`src/rtl/ec2_microprocessor.sv`:
```
// ec2_microprocessor: 8-bit accumulator machine with a 32-word unified program/data RAM.
// The RAM is loaded at reset with a program that computes GCD(X, Y) by repeated
// subtraction. X and Y are entered through the Input/Enter handshake, and the
// result appears on Output while Halt is high.
//
// Ports:
//   Clock      - system clock, rising edge
//   Reset      - synchronous active-high reset (priority over Initialize)
//   Initialize - synchronous active-high restart, same effect as Reset
//   Enter      - operator strobe, Input is valid
//   Input      - operator data for the IN instruction
//   Halt       - high while in the HALT state
//   Q_Meminst  - RAM address bus: PC in FETCH, operand address otherwise
//   Q_ram      - combinational RAM read data at Q_Meminst
//   Q_A        - accumulator
//   Asel       - accumulator source: 00 ALU, 01 Input, 10 RAM, 11 hold
//   Output     - always equals the accumulator
//   state      - FSM state code
//   IR         - opcode register
module ec2_microprocessor #(
  parameter int unsigned DATA_W = 8,
  parameter int unsigned ADDR_W = 5
) (
  input  logic              Clock,
  input  logic              Reset,
  input  logic              Enter,
  input  logic [DATA_W-1:0] Input,
  input  logic              Initialize,
  output logic              Halt,
  output logic [ADDR_W-1:0] Q_Meminst,
  output logic [DATA_W-1:0] Q_ram,
  output logic [DATA_W-1:0] Q_A,
  output logic [1:0]        Asel,
  output logic [DATA_W-1:0] Output,
  output logic [3:0]        state,
  output logic [2:0]        IR
);

  typedef enum logic [3:0] {
    StStart  = 4'd0,
    StFetch  = 4'd1,
    StDecode = 4'd2,
    StHalt   = 4'd7,
    StLoad   = 4'd8,
    StStore  = 4'd9,
    StAdd    = 4'd10,
    StSub    = 4'd11,
    StInput  = 4'd12,
    StInWait = 4'd13,
    StJz     = 4'd14,
    StJpos   = 4'd15
  } state_e;

  localparam int unsigned Words = 2 ** ADDR_W;

  state_e            state_q;
  logic [ADDR_W-1:0] pc_q;
  logic [ADDR_W-1:0] addr_q;
  logic [2:0]        ir_q;
  logic [DATA_W-1:0] a_q;
  logic [DATA_W-1:0] ram_q [Words];

  logic [ADDR_W-1:0] mem_addr;
  logic [DATA_W-1:0] ram_rd;
  logic              a_zero;
  logic              a_pos;

  // GCD program image; unlisted words are zero.
  function automatic logic [7:0] rom_word(input int unsigned addr);
    case (addr)
      0:  rom_word = 8'h80;
      1:  rom_word = 8'h3E;
      2:  rom_word = 8'h80;
      3:  rom_word = 8'h3F;
      4:  rom_word = 8'h1E;
      5:  rom_word = 8'h7F;
      6:  rom_word = 8'hAE;
      7:  rom_word = 8'hCC;
      8:  rom_word = 8'h1F;
      9:  rom_word = 8'h7E;
      10: rom_word = 8'h3F;
      11: rom_word = 8'hC4;
      12: rom_word = 8'h3E;
      13: rom_word = 8'hC4;
      14: rom_word = 8'h1E;
      15: rom_word = 8'hE0;
      default: rom_word = 8'h00;
    endcase
  endfunction

  always_comb begin
    mem_addr = (state_q == StFetch) ? pc_q : addr_q;
    ram_rd   = ram_q[mem_addr];
    a_zero   = (a_q == '0);
    a_pos    = !a_q[DATA_W-1] && !a_zero;
  end

  always_ff @(posedge Clock) begin
    if (Reset || Initialize) begin
      state_q <= StStart;
      pc_q    <= '0;
      addr_q  <= '0;
      ir_q    <= '0;
      a_q     <= '0;
      for (int i = 0; i < Words; i++) begin
        ram_q[i] <= DATA_W'(rom_word(i));
      end
    end else begin
      case (state_q)
        StStart: state_q <= StFetch;
        StFetch: begin
          ir_q    <= ram_rd[DATA_W-1 -: 3];
          addr_q  <= ram_rd[ADDR_W-1:0];
          pc_q    <= pc_q + 1'b1;
          state_q <= StDecode;
        end
        StDecode: begin
          case (ir_q)
            3'b000:  state_q <= StLoad;
            3'b001:  state_q <= StStore;
            3'b010:  state_q <= StAdd;
            3'b011:  state_q <= StSub;
            3'b100:  state_q <= StInput;
            3'b101:  state_q <= StJz;
            3'b110:  state_q <= StJpos;
            default: state_q <= StHalt;
          endcase
        end
        StLoad: begin
          a_q     <= ram_rd;
          state_q <= StFetch;
        end
        StStore: begin
          ram_q[addr_q] <= a_q;
          state_q       <= StFetch;
        end
        StAdd: begin
          a_q     <= a_q + ram_rd;
          state_q <= StFetch;
        end
        StSub: begin
          a_q     <= a_q - ram_rd;
          state_q <= StFetch;
        end
        StInput: begin
          if (Enter) begin
            a_q     <= Input;
            state_q <= StInWait;
          end
        end
        // Wait for Enter to drop so one strobe loads exactly one value.
        StInWait: begin
          if (!Enter) state_q <= StFetch;
        end
        StJz: begin
          if (a_zero) pc_q <= addr_q;
          state_q <= StFetch;
        end
        StJpos: begin
          if (a_pos) pc_q <= addr_q;
          state_q <= StFetch;
        end
        StHalt: begin
          if (Enter) begin
            pc_q    <= '0;
            state_q <= StStart;
          end
        end
        default: state_q <= StStart;
      endcase
    end
  end

  always_comb begin
    Asel = 2'b11;
    case (state_q)
      StLoad:         Asel = 2'b10;
      StAdd, StSub:   Asel = 2'b00;
      StInput:        Asel = Enter ? 2'b01 : 2'b11;
      default:        Asel = 2'b11;
    endcase
  end

  assign Halt      = (state_q == StHalt);
  assign Q_Meminst = mem_addr;
  assign Q_ram     = ram_rd;
  assign Q_A       = a_q;
  assign Output    = a_q;
  assign state     = state_q;
  assign IR        = ir_q;

endmodule

```
`config.mk`:
```
export PLATFORM = sky130hd
export DESIGN_NAME = ec2_microprocessor
export DESIGN_NICKNAME = d
export VERILOG_FILES = /design/src/rtl/ec2_microprocessor.sv
export SDC_FILE = /design/constraint.sdc
export NUM_CORES = 1
export LEC_CHECK = 0
export BUFFER_PORTS_ARGS = -buffer_cell sky130_fd_sc_hd__buf_2
export CORE_MARGIN = 2
export CORE_UTILIZATION = 29
export DETAILED_ROUTE_END_ITERATION = 6
export HOLD_SLACK_MARGIN = 0.1
export PLACE_DENSITY = 0.48
export SLEW_MARGIN = 20
export SYNTH_ARGS = -nofsm -noshare
export SYNTH_HDL_FRONTEND = slang
export SYNTH_SLANG_ARGS = --single-unit
```
`constraint.sdc`:
```
create_clock -name Clock -period 10.7 [get_ports Clock]
set_input_delay 0.535 -clock Clock [delete_from_list [all_inputs] [get_ports Clock]]
set_output_delay 0.535 -clock Clock [all_outputs]
set_load 0.02 [all_outputs]
```
==> metrics.md <==
| Metric | Value |
|---|---|
| GRT Overall Usage | `18.1%` |
| Number of cells on the worst reg-to-reg path | `22` |
| IO Pins | `51` |
| Unrepaired setup endpoints after global routing | `no` |
| Sequential area share after synthesis | `59.0%` |
| Lkg Pwr | `5.76 nW` |
| Gate Count Post-Synth | `1276` |
| Cell breakdown of the critical path | `or4b_1 -> mux2i_4 -> buf_4 -> inv_2 -> nand2_1 -> a32o_1 -> a221oi_1 -> o221ai_1 -> inv_1 -> nor2_1 -> nor2_1 -> xnor2_1 -> ha_1 -> nor2b_1 -> o21ai_0 -> nand2b_1 -> a21o_1 -> a21oi_1 -> xnor2_1 -> a221oi_1 -> o21ai_0 -> o211a_1` |
| DR pass1 iterations | `7` |
| Starting density of the core | `29.2%` |
| Post-Syn Area | `13900 µm²` |
| Clk slew on worst S/H paths | `60 ps` |
| Htree depth | `2` |
| Setup Skew | `28.7 ps` |
| Synth area leaders | `edfxtp_1 (55%), nand2_1 (4.9%), mux2i_1 (4.7%)` |
| VDD IR max | `86.8 µV` |
| Arr. time, crit path | `7020 ps` |
| Largest net degree at the start of global routing | `45` |
| First-pass GRT wire length | `67400 µm` |
| Crit start category | `flip-flop` |
| Crit path max-delay cell type | `mux2i_4` |
| Post-CTS Resized | `0` |
| WL final | `44800 µm` |
| Hold buffers post-CTS | `0` |
| Actual slew at the worst max-slew pin | `1060 ps` |
| Clock buffer depth | `3` |
| CTS tree | `built` |
| Avg Vias per Cell | `5.35` |
| Final period util | `61.8%` |
| CTS buffer count | `34` |
| Placer Congestion | `0.829` |
| Status | `complete, no violations` |
| Total of max-cap violations | `0` |
| Clk sink count | `281` |
| Vias in the first global route | `10100` |
| WP buf/inv | `3` |
| Die Span Y | `223 µm` |
| Asr flop ratio synth | `0%` |
| Final setup violation count | `0` |
| Levels on crit path | `22` |
| NumNets Final | `1310` |
| Largest area contributor in the netlist | `edfxtp_1` |
| Drt wl/cell | `23.2 µm` |
| Final ANT Viol Nets | `0` |
| Synth Register Bits | `281` |
| Antenna diode count | `0` |
| Max_slew headroom | `28.9%` |
| Die X | `223 µm` |
| Clk root buf | `clkbuf_16` |
| Max stage delay on crit path | `800 ps` |
| Max Slew Vio Count | `0` |
| PD cells | `164 nW/µm²` |
| Starting DRT DRC Count | `1093` |
| # DRC | `0` |
| Crit Path Max Fanout | `42` |
| Post-DP HPWL | `27900 µm` |
| I/O Buffers | `50` |
| Setup_tns | `0 ps` |
| Most frequent cell after synthesis | `edfxtp_1` |
| Synth-to-layout area growth | `14.5%` |
| Min Tclk post-route | `6610 ps` |
| Post-synthesis net count | `1296` |
| Clk Latency, worst-skew pair | `530 ps` |
| Core Footprint | `47500 µm²` |
| Maximum operating frequency | `0.151 GHz` |
| Hold Slack | `333 ps` |
| Number of synthesized flops with an enable pin | `256` |
| Die Area | `49700 µm²` |
| Crit Path Category | `reg2reg` |
| Critical path origin | `state[2]` |
| Final hold violations | `0` |
| Reg2Reg Launch Point | `state[2]` |
| Hold crit path type | `in2reg` |
| DR vias | `10300` |
| Post-synthesis cell type count | `58` |
| Post-synth top cells | `edfxtp_1 (256), nand2_1 (181), nor3_1 (111)` |
| Final Total Pwr | `2.61 mW` |
| Final std cells w/o fill | `1928` |
| Synthesis warning total | `0` |
| Ys flop type | `edfxtp_1` |
| FF-to-FF setup slack | `4090 ps` |
| Fraction of layout cells with a size suffix above 1 | `13.3%` |
| Mean Syn Cell Area | `10.9 µm²` |
| Worst setup EP type | `flip-flop` |
| WP data required | `11110 ps` |
| Post-CTS Setup Inserts | `0` |
| End point of the critical path | `Output[6]` |
| Yosys top cell area share | `55.4%` |
| Antenna violations before repair | `0` |
| Capturing point of the worst reg2reg path | `Output[6]` |
| Dpl cells | `1869` |
| Row cnt | `80` |
| Total grt overflow | `0` |
| Largest delay share family, worst path | `compound AO/OA/AOI/OAI gates` |
## worst reg2reg max path, stage by stage (launching register included)
cell,delay (ps)
dfxtp_1,690
or4b_1,780
mux2i_4,800
buf_4,610
inv_2,550
nand2_1,210
a32o_1,190
a221oi_1,60
o221ai_1,490
inv_1,110
nor2_1,150
nor2_1,70
xnor2_1,150
ha_1,320
nor2b_1,140
o21ai_0,140
nand2b_1,100
a21o_1,190
a21oi_1,180
xnor2_1,90
a221oi_1,220
o21ai_0,130
o211a_1,150
## power by group
part | internal, mW | total [mW] | switching (mW) | leakage, nW
clock network | 0.721 | 1.19 | 0.471 | 0.549
registers | 1.22 | 1.24 | 0.0142 | 2.80
logic | 0.0585 | 0.176 | 0.117 | 2.41
total | 2.00 | 2.61 | 0.602 | 5.76
## per-layer routing
layer	GRT usage (%)	wire (µm)	vias to the layer above
li1	-	-	4732
met1	25.9	20700	5180
met2	28.4	20600	340
met3	2.55	2560	67
met4	4.91	981	0
met5	0	0	-
## through the flow
stage | utilization, % | setup WS [ps] | instance area, µm²
3_5_place_dp | 31.1 | 4170 | 14800
6_report | 33.4 | 4090 | 15900
5_1_grt | 33.4 | 3480 | 15900
3_3_place_gp | 31.1 | 4270 | 14800
4_1_cts | 33.4 | 4120 | 15900
2_1_floorplan | - | 5890 | 13900
## state kept, by name, summed over array words and instances, names as in the netlist
name / count
ram_q: 256
pc_q: 5
Output: 8
addr_q: 5
IR: 3
state: 4
## layout make-up
type | instances | area [µm²]
fill | 4798 | 31600
sequential | 281 | 8190
multi-input combinational | 850 | 5100
clock buffer | 40 | 895
tap | 615 | 769
timing repair buffer | 99 | 618
clock inverter | 19 | 235
inverter | 24 | 90.1
## cell usage in the layout (no fill, tap or decap), drive strengths merged, types with 4 or more instances in the layout
| master | count |
|---|---|
| edfxtp | 256 |
| nand2 | 181 |
| nor3 | 111 |
| buf | 99 |
| nor2 | 92 |
| mux2i | 68 |
| and2 | 65 |
| o21ai | 43 |
| clkbuf | 40 |
| nand3 | 33 |
| or3 | 33 |
| dfxtp | 25 |
| inv | 25 |
| a32oi | 22 |
| a21oi | 21 |
| a221oi | 19 |
| a31oi | 14 |
| xnor2 | 14 |
| a211oi | 13 |
| clkinv | 12 |
| and3 | 11 |
| a22oi | 11 |
| a32o | 11 |
| nand4 | 8 |
| or2 | 8 |
| a311oi | 7 |
| ha | 7 |
| a2111oi | 7 |
| o221ai | 6 |
| nor2b | 6 |
| nand2b | 5 |
| bufinv | 5 |
| nand3b | 4 |
| o211a | 4 |
| mux2 | 4 |
## worst min-delay path by stage
stage,from,endpoint,depth (start not counted)
floorplan,pc_q[4],pc_q[4],2
global placement,pc_q[4],pc_q[4],2
global route,Input[0],Output[0],3
finish,Input[0],Output[0],3
detailed placement,pc_q[4],pc_q[4],2
CTS,Input[0],Output[0],3
## kinds of logic (layout without fill, tap and decap cells)
| kind of cell | Yosys count | after routing | share of synthesized area [%] |
|---|---|---|---|
| multiplexers | 72 | 72 | 5.43 |
| flip-flops | 281 | 281 | 59.0 |
| AND/OR/NAND/NOR | 568 | 568 | 19.7 |
| buffers and inverters | 145 | 182 | 4.39 |
| AO/OA/AOI/OAI | 187 | 187 | 9.85 |
| XOR/XNOR | 15 | 15 | 0.946 |
| adder cells (fa/ha/maj) | 8 | 8 | 0.775 |
Power figures use the tool's default switching activity.
